<file path="src/rtl/fft_onboard_pkg.sv">
// rtl/fft_onboard_pkg.sv - shared types, constants and helpers for the FFT on-board self-test
package fft_onboard_pkg;

  localparam int CPLX_W = 12;

  // Galois LFSR feedback mask for x^32+x^22+x^2+x+1 (right-shifting form)
  localparam logic [31:0] LFSR_POLY = 32'h8020_0003;

  typedef struct packed {
    logic signed [CPLX_W-1:0] re;
    logic signed [CPLX_W-1:0] im;
  } cplx_in_t;

  typedef struct packed {
    logic signed [CPLX_W+1:0] re;
    logic signed [CPLX_W+1:0] im;
  } cplx_out_t;

  typedef enum logic [1:0] {IDLE, RUN, DRAIN, DONE} state_t;

  // Rotate left by n (mod 32); upper half of the doubled word is the rotation
  function automatic logic [31:0] rotl32(input logic [31:0] x, input logic [4:0] n);
    logic [63:0] d;
    d = {x, x} << n;
    return d[63:32];
  endfunction

endpackage

</file>
<file path="src/rtl/fft4_core.sv">
// rtl/fft4_core.sv - 4-point forward DFT, exact integer arithmetic, 2-cycle latency
module fft4_core #(
  parameter int DATA_W = 12
) (
  input  logic                   i_clk,
  input  logic                   i_rst,
  input  logic                   i_valid,
  input  logic [3:0][DATA_W-1:0] i_re,
  input  logic [3:0][DATA_W-1:0] i_im,
  output logic                   o_valid,
  output logic [3:0][DATA_W+1:0] o_re,
  output logic [3:0][DATA_W+1:0] o_im
);

  // Two's complement sign extension by one bit
  function automatic logic [DATA_W:0] sx1(input logic [DATA_W-1:0] v);
    return {v[DATA_W-1], v};
  endfunction

  function automatic logic [DATA_W+1:0] sx2(input logic [DATA_W:0] v);
    return {v[DATA_W], v};
  endfunction

  logic              r_s1_valid;
  logic [DATA_W:0]   r_p02_re, r_p02_im, r_m02_re, r_m02_im;
  logic [DATA_W:0]   r_p13_re, r_p13_im, r_m13_re, r_m13_im;

  // Stage 1: pairwise butterflies x0+-x2 and x1+-x3
  always_ff @(posedge i_clk or posedge i_rst) begin
    if (i_rst) begin
      r_s1_valid <= 1'b0;
      r_p02_re   <= '0;
      r_p02_im   <= '0;
      r_m02_re   <= '0;
      r_m02_im   <= '0;
      r_p13_re   <= '0;
      r_p13_im   <= '0;
      r_m13_re   <= '0;
      r_m13_im   <= '0;
    end else begin
      r_s1_valid <= i_valid;
      r_p02_re   <= sx1(i_re[0]) + sx1(i_re[2]);
      r_p02_im   <= sx1(i_im[0]) + sx1(i_im[2]);
      r_m02_re   <= sx1(i_re[0]) - sx1(i_re[2]);
      r_m02_im   <= sx1(i_im[0]) - sx1(i_im[2]);
      r_p13_re   <= sx1(i_re[1]) + sx1(i_re[3]);
      r_p13_im   <= sx1(i_im[1]) + sx1(i_im[3]);
      r_m13_re   <= sx1(i_re[1]) - sx1(i_re[3]);
      r_m13_im   <= sx1(i_im[1]) - sx1(i_im[3]);
    end
  end

  // Stage 2: output bins; -j*(a+jb) = b-ja, so X1/X3 swap re/im of the x1-x3 term
  always_ff @(posedge i_clk or posedge i_rst) begin
    if (i_rst) begin
      o_valid <= 1'b0;
      o_re    <= '0;
      o_im    <= '0;
    end else begin
      o_valid <= r_s1_valid;
      o_re[0] <= sx2(r_p02_re) + sx2(r_p13_re);
      o_im[0] <= sx2(r_p02_im) + sx2(r_p13_im);
      o_re[1] <= sx2(r_m02_re) + sx2(r_m13_im);
      o_im[1] <= sx2(r_m02_im) - sx2(r_m13_re);
      o_re[2] <= sx2(r_p02_re) - sx2(r_p13_re);
      o_im[2] <= sx2(r_p02_im) - sx2(r_p13_im);
      o_re[3] <= sx2(r_m02_re) - sx2(r_m13_im);
      o_im[3] <= sx2(r_m02_im) + sx2(r_m13_re);
    end
  end

endmodule

</file>
<file path="src/rtl/fft_onboard_top.sv">
// rtl/fft_onboard_top.sv - LFSR frame generator, forward DFT core and inverse-DFT checker
module fft_onboard_top
  import fft_onboard_pkg::*;
#(
  parameter int          DATA_W     = 12,
  parameter int          NUM_FRAMES = 1024,
  parameter logic [31:0] LFSR_SEED  = 32'hACE1_2468,
  parameter int          INJECT_ERR = 0
) (
  input  logic i_clk,
  input  logic i_rst,
  input  logic i_start_test,
  output logic o_err,
  output logic o_chk_finished
);

  localparam int          CW          = DATA_W + 4;
  localparam logic [15:0] LAST_FRAME  = 16'(NUM_FRAMES - 1);
  localparam logic [15:0] TOTAL_FRAME = 16'(NUM_FRAMES);

  state_t                 r_state, w_next;
  logic                   w_emit;
  logic [31:0]            r_lfsr, w_lfsr_next;
  logic [31:0]            w_rot [4];
  logic [15:0]            r_frame_cnt, r_chk_cnt;
  logic [3:0][DATA_W-1:0] w_x_re, w_x_im;

  logic                   r_gen_valid;
  logic [15:0]            r_gen_idx, r_d1_idx, r_d2_idx;
  logic [3:0][DATA_W-1:0] r_gen_re, r_gen_im, r_d1_re, r_d1_im, r_d2_re, r_d2_im;

  logic                   w_core_valid;
  logic [3:0][DATA_W+1:0] w_core_re, w_core_im, w_chk_re, w_chk_im;

  logic [CW-1:0]          w_c0_re, w_c0_im, w_c1_re, w_c1_im;
  logic [CW-1:0]          w_d0_re, w_d0_im, w_d1_re, w_d1_im;
  logic [CW-1:0]          w_y_re [4];
  logic [CW-1:0]          w_y_im [4];
  logic                   w_mis;

  function automatic logic [CW-1:0] ext_out(input logic [DATA_W+1:0] v);
    return {{2{v[DATA_W+1]}}, v};
  endfunction

  // Four times an input component, at checker width
  function automatic logic [CW-1:0] times4(input logic [DATA_W-1:0] v);
    return {{2{v[DATA_W-1]}}, v, 2'b00};
  endfunction

  // FSM state register
  always_ff @(posedge i_clk or posedge i_rst) begin
    if (i_rst) r_state <= IDLE;
    else       r_state <= w_next;
  end

  // FSM next-state and frame-emit decode
  always_comb begin
    w_next = r_state;
    w_emit = 1'b0;
    case (r_state)
      IDLE:    if (i_start_test) w_next = RUN;
      RUN: begin
        w_emit = 1'b1;
        if (r_frame_cnt == LAST_FRAME) w_next = DRAIN;
      end
      DRAIN:   if (r_chk_cnt == TOTAL_FRAME) w_next = DONE;
      default: w_next = DONE;
    endcase
  end

  // Frame slicing from rotated LFSR words and the next LFSR state
  always_comb begin
    w_lfsr_next = {1'b0, r_lfsr[31:1]} ^ (r_lfsr[0] ? LFSR_POLY : 32'h0);
    for (int k = 0; k < 4; k++) begin
      w_rot[k]  = rotl32(r_lfsr, 5'(8 * k));
      w_x_re[k] = DATA_W'(w_rot[k]);
      w_x_im[k] = DATA_W'(w_rot[k] >> 16);
    end
  end

  // Generator: one frame per RUN cycle, LFSR steps with each emitted frame
  always_ff @(posedge i_clk or posedge i_rst) begin
    if (i_rst) begin
      r_lfsr      <= LFSR_SEED;
      r_frame_cnt <= '0;
      r_gen_valid <= 1'b0;
      r_gen_idx   <= '0;
      r_gen_re    <= '0;
      r_gen_im    <= '0;
    end else begin
      r_gen_valid <= w_emit;
      if (w_emit) begin
        r_lfsr      <= w_lfsr_next;
        r_frame_cnt <= r_frame_cnt + 16'd1;
        r_gen_idx   <= r_frame_cnt;
        r_gen_re    <= w_x_re;
        r_gen_im    <= w_x_im;
      end
    end
  end

  fft4_core #(
    .DATA_W (DATA_W)
  ) u_core (
    .i_clk   (i_clk),
    .i_rst   (i_rst),
    .i_valid (r_gen_valid),
    .i_re    (r_gen_re),
    .i_im    (r_gen_im),
    .o_valid (w_core_valid),
    .o_re    (w_core_re),
    .o_im    (w_core_im)
  );

  // Delay line matching the core latency so reference and result line up
  always_ff @(posedge i_clk or posedge i_rst) begin
    if (i_rst) begin
      r_d1_re  <= '0;
      r_d1_im  <= '0;
      r_d1_idx <= '0;
      r_d2_re  <= '0;
      r_d2_im  <= '0;
      r_d2_idx <= '0;
    end else begin
      r_d1_re  <= r_gen_re;
      r_d1_im  <= r_gen_im;
      r_d1_idx <= r_gen_idx;
      r_d2_re  <= r_d1_re;
      r_d2_im  <= r_d1_im;
      r_d2_idx <= r_d1_idx;
    end
  end

  // Inverse DFT (conjugate twiddles) of the core output and compare with 4*x
  always_comb begin
    w_chk_re = w_core_re;
    w_chk_im = w_core_im;
    if ((INJECT_ERR != 0) && (r_d2_idx == 16'd3)) w_chk_re[0][0] = ~w_core_re[0][0];
    w_c0_re = ext_out(w_chk_re[0]) + ext_out(w_chk_re[2]);
    w_c0_im = ext_out(w_chk_im[0]) + ext_out(w_chk_im[2]);
    w_c1_re = ext_out(w_chk_re[0]) - ext_out(w_chk_re[2]);
    w_c1_im = ext_out(w_chk_im[0]) - ext_out(w_chk_im[2]);
    w_d0_re = ext_out(w_chk_re[1]) + ext_out(w_chk_re[3]);
    w_d0_im = ext_out(w_chk_im[1]) + ext_out(w_chk_im[3]);
    w_d1_re = ext_out(w_chk_re[1]) - ext_out(w_chk_re[3]);
    w_d1_im = ext_out(w_chk_im[1]) - ext_out(w_chk_im[3]);
    w_y_re[0] = w_c0_re + w_d0_re;
    w_y_im[0] = w_c0_im + w_d0_im;
    w_y_re[1] = w_c1_re - w_d1_im;
    w_y_im[1] = w_c1_im + w_d1_re;
    w_y_re[2] = w_c0_re - w_d0_re;
    w_y_im[2] = w_c0_im - w_d0_im;
    w_y_re[3] = w_c1_re + w_d1_im;
    w_y_im[3] = w_c1_im - w_d1_re;
    w_mis = 1'b0;
    for (int k = 0; k < 4; k++) begin
      if (w_y_re[k] != times4(r_d2_re[k]) || w_y_im[k] != times4(r_d2_im[k])) w_mis = 1'b1;
    end
  end

  // Registered compare: sticky error and checked-frame count
  always_ff @(posedge i_clk or posedge i_rst) begin
    if (i_rst) begin
      o_err     <= 1'b0;
      r_chk_cnt <= '0;
    end else if (w_core_valid) begin
      r_chk_cnt <= r_chk_cnt + 16'd1;
      if (w_mis) o_err <= 1'b1;
    end
  end

  // Sticky finished flag raised on entry to DONE
  always_ff @(posedge i_clk or posedge i_rst) begin
    if (i_rst)               o_chk_finished <= 1'b0;
    else if (w_next == DONE) o_chk_finished <= 1'b1;
  end

endmodule

</file>
<file path="config.mk">
export PLATFORM = sky130hd
export DESIGN_NAME = fft_onboard_top
export DESIGN_NICKNAME = d
export VERILOG_FILES = /design/src/rtl/fft_onboard_pkg.sv /design/src/rtl/fft4_core.sv /design/src/rtl/fft_onboard_top.sv
export SDC_FILE = /design/constraint.sdc
export NUM_CORES = 1
export LEC_CHECK = 0
export CORE_ASPECT_RATIO = 1.75
export CORE_MARGIN = 3
export CORE_UTILIZATION = 60
export CTS_CLUSTER_DIAMETER = 100
export DETAILED_ROUTE_END_ITERATION = 8
export PLACE_DENSITY = 0.76
export SKIP_LAST_GASP = 1
export SLEW_MARGIN = 30
export SYNTH_ARGS = -nofsm -noshare
export SYNTH_HDL_FRONTEND = slang
export SYNTH_SLANG_ARGS = --single-unit
</file>
<file path="constraint.sdc">
create_clock -name i_clk -period 12.8 [get_ports i_clk]
set_clock_uncertainty 0.2 [all_clocks]
set_input_delay 2.56 -clock i_clk [delete_from_list [all_inputs] [get_ports i_clk]]
set_output_delay 2.56 -clock i_clk [all_outputs]
set_load 0.1 [all_outputs]
</file>
==> results of run 1 <==
==> cells in the final DEF, fill, tap and decap left out, types with 10 or more instances in the layout <==
master,synthesis,layout
nor3_1,49,48
inv_1,350,349
clkbuf_16,0,27
nor2_1,229,229
a31oi_1,15,15
o21ai_0,154,153
nand2_1,142,142
a2111oi_0,18,17
a211oi_1,27,26
fa_1,23,23
ha_1,324,324
o211ai_1,22,22
dfrtp_1,291,291
nand3_1,39,39
a221oi_1,12,12
dfstp_2,13,13
a21oi_1,200,200
xnor2_1,241,241
a21o_1,51,51
xor2_1,113,113
o21bai_1,62,62
o22ai_1,12,12
nand2b_1,53,52
or3_1,10,10
nor2b_1,38,38
o31ai_1,11,11
nor4_1,17,17
or4_1,16,16
o21a_1,21,21
or2_2,10,10
and2_1,12,12
nand4_1,27,27
and3_1,45,45
==> sequential cells by signal, summed over array words and instances, names as in the netlist <==
name	flops
o_chk_finished	1
o_err	1
r_chk_cnt	16
r_d1_im	32
r_d2_im	32
r_frame_cnt	16
r_gen_im	15
r_gen_valid	1
r_lfsr	32
r_state	2
u_core.o_im	26
u_core.o_re	54
u_core.o_valid	1
u_core.r_m02_im	13
u_core.r_m02_re	12
u_core.r_m13_im	12
u_core.r_m13_re	12
u_core.r_p02_im	12
u_core.r_p13_im	13
u_core.r_s1_valid	1
==> kinds of logic after synthesis <==
kind of cell	count (synthesis)	synth area share, %
AOI/OAI and AO/OA	700	18.1
muxes	14	0.597
and+or+nand+nor	707	13.7
xor gates and xnor gates	359	12.8
DFF	304	30.3
other	2	0.0299
adders and majority gates	347	17.9
buffers and inverters	433	6.50
==> power by group <==
part / leakage, nW / internal, W / switching (W)
logic: 8.35 / 0.0000771 / 0.000133
clock network: 0.452 / 0.000470 / 0.000359
registers: 4.15 / 0.000982 / 0.0000275
total: 12.9 / 0.00153 / 0.000519
==> worst register-to-register path: stages (launching register included) <==
cell	delay [ns]
dfrtp_1	0.38
ha_1	0.50
nor2_1	0.29
or4b_1	0.51
or2_2	0.30
a21oi_1	0.61
a2111oi_0	0.24
a21o_1	0.26
ha_1	0.44
xnor2_1	0.25
a21oi_1	0.08
nor3_2	0.48
nand4_1	0.15
a2111oi_0	0.36
nand3_1	0.18
a2111oi_0	0.41
and3_1	0.33
o2111ai_1	0.19
a211oi_1	0.24
and3_1	0.17
nand4_1	0.08
o22a_1	0.20
==> synth_stat cells (7+ instances only) <==
cell type    n  area [µm²]
o21ai_0    154         771
a31oi_1     15        93.8
or4_1       16         120
ha_1       324        4050
dfstp_2     13         342
nand3_1     39         195
and2_1      12        75.1
nand4_1     27         169
o31ai_1     11        82.6
or2_2       10        62.6
a311oi_1     8        70.1
o22ai_1     12        75.1
and3_1      45         282
or3_1       10        62.6
nor2b_1     38         238
clkinv_1     7        26.3
clkbuf_1    67         251
mux2_2       8        90.1
a2111oi_0   18         158
nor2_1     229         860
dfrtp_1    291        7280
nor3_1      49         245
o21a_1      21         158
xnor2_1    241        2110
inv_1      350        1310
nor4_1      17         106
a221oi_1    12         105
a21oi_1    200        1000
o211ai_1    22         165
xor2_1     113         990
a211oi_1    27         203
a21o_1      51         383
fa_1        23         460
nand2b_1    53         332
nand2_1    142         533
o21bai_1    62         465
==> through the flow <==
step                cells  setup WS (ns)
detailed placement   3357           5.67
global placement     3357           5.82
finish               3407           5.87
global route         3405           5.55
CTS                  3403           5.66
floorplan            2872           1.66
==> routing by layer <==
| metal | global-route usage, % | wire [µm] | vias up |
|---|---|---|---|
| met4 | 40.5 | 11800 | 0 |
| li1 | - | - | 9695 |
| met1 | 35.4 | 27400 | 10200 |
| met2 | 70.6 | 44500 | 800 |
| met5 | 0 | 0 | - |
| met3 | 6.41 | 4330 | 390 |
==> layout make-up <==
class                           count  area [µm²]  area share [%]
Clock inverter                     11         135           0.507
Antenna cell                        2        5.00          0.0188
Inverter                          357        1350            5.05
Clock buffer                       35         776            2.91
Multi-Input combinational cell   2135       15900            59.8
Tap cell                          550         688            2.58
Timing Repair Buffer               13         160           0.600
Sequential cell                   304        7620            28.6
==> how the worst max path moves through the flow <==
stage / endpoint / from / slack, ns
2_1_floorplan: o_chk_finished / i_rst / 1.66
3_5_place_dp: o_err / u_core.o_re[7] / 5.67
4_1_cts: o_err / u_core.o_re[7] / 5.66
3_3_place_gp: o_err / u_core.o_re[7] / 5.82
5_1_grt: o_err / u_core.o_re[44] / 5.55
6_report: o_err / u_core.o_re[7] / 5.87
==> results.cfg, run 1 <==
[sta]
timing.final.crit_period_ns = 6.93
period_share_pct = 54.1
worstMarginPinSlew_ns = 1.02
rsz0062_at_grt = false
finalMaxSlewViolations = 0
fin_setup_tns_ns = 0
slew-limit-headroom_pct = 31.7
hold_viol_final = 0
hold_ws_ns = 0.146
timing.fmax_mhz = 144
finalSetupViolCount = 0

[critical_path]
worstSetupStartpointType = flop
required_ns = 13.03
timing.critical_path.depth = 21
cp_buf_inv_count = 0
dominant_cell_type_by_count_on_the_critical_path = a2111oi_0
critical_path.slowest_cell = a21oi_1
crit_chain = ha_1, nor2_1, or4b_1, or2_2, a21oi_1, a2111oi_0, a21o_1, ha_1, xnor2_1, a21oi_1, nor3_2, nand4_1, a2111oi_0, nand3_1, a2111oi_0, and3_1, o2111ai_1, a211oi_1, and3_1, nand4_1, o22a_1
slack_of_the_worst_reg_to_reg_path_ns = 5.87
r2r_cells = 21
rr_startpoint = u_core.o_re[7]
slowest_delay_ns = 0.61
cp_top_family = compound AO/OA/AOI/OAI gates
critical_path_peak_fanout = 15
crit_path_end_kind = flop
rr_endpoint = o_err
worst-setup-path-type = reg -> reg
data_arrival_time_at_the_worst_slack_endpoint_ns = 7.17

[grt]
grt_pass1_wl_um = 131000
antenna_found_initial = 2
grt.total_usage_pct = 39.2
grt_pass1_vias = 21900
grt_start_max_net_pins = 174
gr-total-overflow = 0

[clocking]
post_cts.resized_instances = 0
tritoncts = yes
clock_path_buffers = 3
clk_pin_slew_worst_paths_ns = 0.07
ctsHtreeMaxLevel = 1
clk_latency_ns = 0.54
tritoncts.num_buffers = 26
setup_bufs_post_cts = 0
clock_tree.root_cell = clkbuf_16
cts.sinks = 304
holdBufCountCts = 0

[routing]
drt-initial-drc-count = 1433
vias_per_cell = 6.18
post_drt_wl_per_cell_um = 25.8
drt-total-wl_um = 88100
vias = 21100
drt.antenna.violating_nets = 0
drt_pass1_iterations = 5
detail_route.drc_violations = 0

[placed_design]
placement.cell_area_mm2 = 0.0257
portBuffers = 4
detailed_place_hpwl_um = 72600
place.gp.congestion = 1.10

[synth]
ys_types = 81
synth_ff_type = dfrtp_1
synthCells = 2866
postSynthRegisterBits = 304
synth_area_mm2 = 0.0252
synth-warning-count = 0
synth_edf_count = 0
yosysSeqAreaShare_pct = 30.3
average_footprint_of_a_synthesized_cell_um2 = 8.78
synthArstFlopShare_pct = 100

[die]
die-area_mm2 = 0.0445
initial_core_util_pct = 61.2
floorplan.die.width_um = 161
core.rowCount = 98
core_region_area_mm2 = 0.0411
height_of_the_chip_um = 277
ios = 5

[layout]
num-fill-cells = 3347
area_growth_syn_to_layout_pct = 6.07
final_layout_size_suffix_gt1_share_pct = 3.75
post-route-cell-area_mm2 = 0.0267
post-route-util_pct = 64.9
finalNetCount = 3187

[power_and_ir_drop]
power.density_mw_per_mm2 = 76.8
power.total_w = 0.00205
p_leak_nw = 12.9
vdd_ir_drop_max_v = 0.000153

[worst_hold_path]
timing.hold.worst.class = reg -> reg
whs_endpoint = u_core.r_s1_valid
worst_hold_path_startpoint = r_gen_valid
hold_depth = 0

[job]
max-cap-violations = 0

[outcome]
run_status = completed
Power figures use the tool's default switching activity.
==> run 2, diff against run 1 <==
--- a/config.mk
+++ b/config.mk
@@ -7,10 +7,10 @@
 export LEC_CHECK = 0
 export CORE_ASPECT_RATIO = 1.75
 export CORE_MARGIN = 3
-export CORE_UTILIZATION = 60
+export CORE_UTILIZATION = 59
 export CTS_CLUSTER_DIAMETER = 100
 export DETAILED_ROUTE_END_ITERATION = 8
-export PLACE_DENSITY = 0.76
+export PLACE_DENSITY = 0.78
 export SKIP_LAST_GASP = 1
 export SLEW_MARGIN = 30
 export SYNTH_ARGS = -nofsm -noshare
==> constraint.sdc (replaced) <==
create_clock -name i_clk -period 6.09 [get_ports i_clk]
set_clock_uncertainty 0.2 [all_clocks]
set_input_delay 1.218 -clock i_clk [delete_from_list [all_inputs] [get_ports i_clk]]
set_output_delay 1.218 -clock i_clk [all_outputs]
set_load 0.1 [all_outputs]
==> run 2 against run 1 <==
Via count rose by 5.0%. Combinational power rose by 130%. Core utilization rose by 3.2 points. Total power rose by 120%. Cell count rose by 6.1%. Routed wire length rose by 6.2%. Non-clock buffer count rose by 200. First-iteration DRC count rose by 7.5%. Fmax rose by 16%. Register-to-register slack got worse by 5.7 ns.
==> results.cfg, run 2 (synthesized netlist as in run 1, its figures left out) <==
[worst_hold_path]
worst_hold_path_startpoint = r_gen_valid
hold_depth = 0
timing.hold.worst.class = reg -> reg

[layout]
largest_register_ffs = 54
finalNetCount = 3388
final_layout_size_suffix_gt1_share_pct = 11.9
area_growth_syn_to_layout_pct = 13.4
largest-register = u_core.o_re
most-common-layout-cells = inv_1, ha_1, dfrtp_1, xnor2_1, nor2_1
post-route-util_pct = 68.1
layout_commonest_cell = inv_1

[critical_path]
rr_startpoint = u_core.o_re[3]
required_ns = 6.35
critical_path_peak_fanout = 7
cp_top_family = compound AO/OA/AOI/OAI gates
worst-setup-path-type = reg -> reg
slack_of_the_worst_reg_to_reg_path_ns = 0.13
r2r_cells = 21
dominant_cell_type_by_count_on_the_critical_path = nand4_1
critical_path_launch_point = u_core.o_re[3]
worstSetupStartpointType = flop
crit_chain = ha_1, nor2_2, o311a_4, o21ai_2, a221o_1, xnor2_1, buf_4, inv_1, ha_1, xor2_1, and2_1, a221oi_1, nand4_1, a2111oi_1, nand4_1, a2111oi_2, nand4_1, or4_1, nor4_1, nand4_1, o22a_1
data_arrival_time_at_the_worst_slack_endpoint_ns = 6.21
cp_buf_inv_count = 2
timing.critical_path.depth = 21
crit_path_end_kind = flop
slowest_delay_ns = 0.57
critical_path.slowest_cell = or4_1

[die]
initial_core_util_pct = 60.1
die-area_mm2 = 0.0452
core_region_area_mm2 = 0.0419
core.rowCount = 99
height_of_the_chip_um = 279
floorplan.die.width_um = 162
ios = 5

[clocking]
clk_pin_slew_worst_paths_ns = 0.08
tritoncts.num_buffers = 27
tritoncts = yes
holdBufCountCts = 0
ctsHtreeMaxLevel = 1
clock_path_buffers = 3
cts.sinks = 304
clock_tree.root_cell = clkbuf_16
clk_latency_ns = 0.56

[grt]
gr-total-overflow = 0
grt_pass1_vias = 23100
antenna_found_initial = 4
grt.total_usage_pct = 41.4
grt_pass1_wl_um = 139000
grt_start_max_net_pins = 135

[sta]
timing.final.crit_period_ns = 5.96
finalSetupViolCount = 0
finalMaxSlewViolations = 0
timing.fmax_mhz = 168
worstMarginPinSlew_ns = 1.07
period_share_pct = 97.8
slew-limit-headroom_pct = 28.0
hold_viol_final = 0

[placed_design]
place.gp.congestion = 1.08
portBuffers = 4
detailed_place_hpwl_um = 76200

[routing]
drt.antenna.violating_nets = 0
detail_route.drc_violations = 0
drt-initial-drc-count = 1540
drt_pass1_iterations = 8
vias = 22100
post_drt_wl_per_cell_um = 25.9
drt-total-wl_um = 93500
vias_per_cell = 6.12

[outcome]
run_status = completed

[power_and_ir_drop]
p_leak_nw = 14.0
vdd_ir_drop_max_v = 0.000285
power.total_w = 0.00445
power.density_mw_per_mm2 = 156

[job]
max-cap-violations = 0
==> run 2: changes by cell type in the layout (fill, tap and decap cells not counted), sizes merged <==
cell and delta:
clkinvlp +3, clkinv -1, bufinv +1, buf +200, inv +5, clkbuf -5
==> run 2: cell type report <==
cell class              count  area, µm²
clock buffers              30        717
repair buffers            213       1620
clock inverters            19        245
well taps                 555        694
inverters                 357       1340
multi-input cells        2135      16300
diodes                      2       5.00
fillers                  3330      13300
flip-flops and latches    304       7620
==> run 2: path summary, 6_finish.rpt <==
kind | to
worst max-delay path | o_err
worst min-delay path | u_core.r_s1_valid
worst max register to register | o_err
worst min register to register | u_core.r_s1_valid
max in group asynchronous | u_core.o_re[45]
min in group asynchronous | r_lfsr[2]
==> run 2: power breakdown <==
group / switching [W] / internal [W]
Combinational: 0.000291 / 0.000190
Sequential: 0.0000657 / 0.00206
Clock: 0.000832 / 0.00101
==> run 2: worst register-to-register path: stages, from the launching register on <==
cell and delay (ns):
dfrtp_1 0.41, ha_1 0.43, nor2_2 0.26, o311a_4 0.25, o21ai_2 0.08, a221o_1 0.47
xnor2_1 0.19, buf_4 0.17, inv_1 0.06, ha_1 0.40, xor2_1 0.22, and2_1 0.23
a221oi_1 0.29, nand4_1 0.13, a2111oi_1 0.33, nand4_1 0.22, a2111oi_2 0.30, nand4_1 0.14
or4_1 0.57, nor4_1 0.22, nand4_1 0.13, o22a_1 0.18
==> run 2: metrics by stage <==
step           cells  setup WS, ns  TNS, ns  cell area, µm²  hold WS (ns)
3_3_place_gp    3561       -0.0343  -0.0343           27200         0.134
6_report        3615         0.133        0           28500         0.146
2_1_floorplan   2872         0.430        0           25200         0.131
4_1_cts         3610       0.00109        0           28200         0.151
3_5_place_dp    3561        -0.234   -0.234           27200         0.135
5_1_grt         3613       -0.0162  -0.0162           28500         0.158
==> run 2: what timing repair did <==
action,4_1_cts,5_1_grt
setup buffers,0,3
cloned,0,0
gates resized for setup,11,71
setup endpoints to repair,1,1
pin swaps,0,10
==> run 2: metal layers <==
metal | global-route usage (%) | vias to the layer above | wire length, µm
li1 | - | 10100 | -
met1 | 37.3 | 10600 | 28100
met2 | 74.2 | 951 | 46900
met3 | 7.81 | 459 | 5470
met4 | 42.1 | 2 | 13100
met5 | 0 | - | 13
==> run 3, diff against run 2 <==
--- a/config.mk
+++ b/config.mk
@@ -7,12 +7,13 @@
 export LEC_CHECK = 0
 export CORE_ASPECT_RATIO = 1.75
 export CORE_MARGIN = 3
-export CORE_UTILIZATION = 59
+export CORE_UTILIZATION = 60
 export CTS_CLUSTER_DIAMETER = 100
 export DETAILED_ROUTE_END_ITERATION = 8
-export PLACE_DENSITY = 0.78
+export PLACE_DENSITY = 0.79
 export SKIP_LAST_GASP = 1
 export SLEW_MARGIN = 30
 export SYNTH_ARGS = -nofsm -noshare
 export SYNTH_HDL_FRONTEND = slang
+export SYNTH_HIERARCHICAL = 1
 export SYNTH_SLANG_ARGS = --single-unit
==> run 3 against run 2 <==
Sequential share of layout area shrank 0.077 points. Design area grew 18%. Setup slack gained 0.30 ns. Clock-buffer cell count grew 12. Via count grew 19%. Clock power grew 20%. Area after synthesis grew 27%. Cell count grew 19%. Worst hold slack is essentially flat. Combinational power shrank 90%. Critical path type unchanged. Largest power group unchanged.
==> results.cfg, run 3 <==
[sta]
timing.final.crit_period_ns = 5.66
worstMarginPinSlew_ns = 0.966
rsz0062_at_grt = false
slew-limit-headroom_pct = 33.9
timing.fmax_mhz = 177
hold_viol_final = 0
finalSetupViolCount = 0
finalMaxSlewViolations = 0
fin_setup_tns_ns = 0
period_share_pct = 92.9

[die]
initial_core_util_pct = 60.8
core_region_area_mm2 = 0.0524
ios = 5
die-area_mm2 = 0.0559
core.rowCount = 111
floorplan.die.width_um = 180
height_of_the_chip_um = 311

[grt]
grt.busiest_layer = met2
grt.total_usage_pct = 34.5
gr-usage-met2_pct = 60.3
gr-total-overflow = 0
grt_pass1_wl_um = 149000
global_route_met3_usage_pct = 4.30
grt_start_max_net_pins = 108
groute.layer.met1.usage_pct = 34.8
grt_pass1_vias = 26100
antenna_found_initial = 0

[synth]
synth_area_mm2 = 0.0318
yosysSeqAreaShare_pct = 28.2
synth-warning-count = 6
synthArstFlopShare_pct = 100
synth.cells.most_frequent = ha_1, inv_1, dfrtp_1, xnor2_1, nand2_1
average_footprint_of_a_synthesized_cell_um2 = 8.69
synth.top_cells.by_area = dfrtp_1, ha_1, xnor2_1, inv_1, a21oi_1
synthCells = 3661
post_synthesis_cell_type_with_the_largest_combined_area = dfrtp_1
cell_with_the_most_instances_after_synthesis = ha_1
netlist.area_leader.share_pct = 27.1
synth_edf_count = 0
postSynthRegisterBits = 358
synth_fp_nets = 4130
synth_ff_type = dfrtp_1
ys_types = 113

[critical_path]
rr_startpoint = u_core/o_im[0]
rr_endpoint = o_err
data_arrival_time_at_the_worst_slack_endpoint_ns = 5.87
crit_path_end_kind = flop
worstSetupStartpointType = flop
critical_path_peak_fanout = 10
r2r_cells = 24
worst-setup-path-type = reg -> reg
slack_of_the_worst_reg_to_reg_path_ns = 0.43
required_ns = 6.31

[clocking]
tritoncts.num_buffers = 34
tritoncts = yes
clk_pin_slew_worst_paths_ns = 0.08
holdBufCountCts = 0
clk_latency_ns = 0.55
ctsHtreeMaxLevel = 2
post_cts.resized_instances = 0
cts.sinks = 358
setup_bufs_post_cts = 0
clock_tree.root_cell = clkbuf_16
clock_path_buffers = 3

[layout]
post-route-cell-area_mm2 = 0.0337
instances_no_fill = 4311
most-common-layout-cells = ha_1, inv_1, dfrtp_1, xnor2_1, nand2_1
antenna-diode-count = 0
reg_top3 = u_core/o_im: 54 flops, u_core/o_re: 54 flops
layout_commonest_cell = ha_1
multiInputGateArea_mm2 = 0.0209
regArea_mm2 = 0.00897
area_growth_syn_to_layout_pct = 5.81
final_layout_size_suffix_gt1_share_pct = 5.23
num-fill-cells = 4361
finalNetCount = 4077

[routing]
vias = 26300
drt.antenna.violating_nets = 0
vias_per_cell = 6.10
detail_route.drc_violations = 0
drt-initial-drc-count = 1996
post_drt_wl_per_cell_um = 23.0
drt_pass1_iterations = 8
drt-total-wl_um = 99100

[placed_design]
detailed_place_hpwl_um = 80200
portBuffers = 4
place.gp.congestion = 1.07
numPlacedInstances = 4250
placement.cell_area_mm2 = 0.0324

[job]
max-cap-violations = 0

[power_and_ir_drop]
vdd_ir_drop_max_v = 0.000303
power.density_mw_per_mm2 = 137
p_leak_nw = 16.5

[outcome]
run_status = completed

[worst_hold_path]
timing.hold.worst.class = reg -> reg
worst_hold_path_startpoint = r_d1_im[41]
whs_endpoint = r_d2_re[17]
hold_depth = 0
[run 3: cell types whose count changed in the layout (fill, tap and decap cells not counted), moves of 54 or more]
cell     before  now
inv_1       349  411
ha_1        313  432
dfrtp_1     291  345
nor2b_1      37   96
nand2_1     142  263
buf_4       208   28
[run 3: report_power, final]
group	leakage, nW	internal, W	switching (W)
clock	0.546	0.00122	0.000979
combinational	11.0	0.00000438	0.0000452
sequential	4.90	0.00238	0
[run 3: worst max-delay path, stage by stage (launching register included)]
cell       delay (ns)
dfrtp_1          0.41
inv_1            0.07
ha_1             0.19
fa_1             0.22
nor2b_1          0.06
o21ai_0          0.22
a21boi_0         0.16
o21ai_0          0.17
nand2b_1         0.11
a21o_1           0.18
a21oi_1          0.23
a2bb2oi_1        0.25
nor2b_1          0.19
xnor2_1          0.12
ha_2             0.48
nor2b_1          0.07
o21ai_0          0.36
o2111ai_1        0.20
a2111oi_1        0.39
nand4_1          0.16
nor4_2           0.25
nand4_1          0.14
a2111o_1         0.41
nor4b_2          0.21
a21oi_1          0.09
[run 3: worst max-delay path by stage]
stage	from	end	slack (ns)	depth (start not counted)
3_5_place_dp	u_core/o_im[42]	o_err	0.26	23
2_1_floorplan	i_rst	o_chk_finished	0.71	1
3_3_place_gp	u_core/o_im[0]	o_err	0.44	24
6_report	u_core/o_im[0]	o_err	0.43	24
5_1_grt	u_core/o_im[42]	o_err	0.01	24
4_1_cts	u_core/o_im[42]	o_err	0.22	23
[run 3: stage by stage]
step / total power [W] / hold WS [ns] / setup WS (ns) / util, %
finish: 0.00462 / 0.146 / 0.433 / 64.3
global route: 0.00475 / 0.154 / 0.0108 / 64.3
CTS: 0.00467 / 0.148 / 0.220 / 64.1
detailed placement: 0.00248 / 0.135 / 0.257 / 61.9
global placement: 0.00247 / 0.133 / 0.445 / 61.9
floorplan: 0.00246 / 0.131 / 0.714 / -
[run 3: kinds of logic after synthesis]
family                     count (synthesis)  share of synthesized area (%)
AOI/OAI and AO/OA                        841                           18.0
xor gates and xnor gates                 398                           11.0
adders and majority gates                466                           19.1
buffers and inverters                    541                           6.60
DFF                                      358                           28.2
muxes                                     24                          0.833
and+or+nand+nor                         1033                           16.3
[run 3: per-layer routing]
layer / vias up / part of all wire (%)
li1: 12400 / -
met1: 12600 / 34
met2: 870 / 49
met3: 396 / 4.7
met4: 0 / 12
met5: - / 0
[run 3: area by class of cell]
cell class              instances  share of cell area [%]
inverters                     419                    4.70
multi-input cells            2762                    61.9
repair buffers                 33                   0.803
well taps                     678                    2.52
clock inverters                19                   0.691
clock buffers                  42                    2.71
flip-flops and latches        358                    26.7
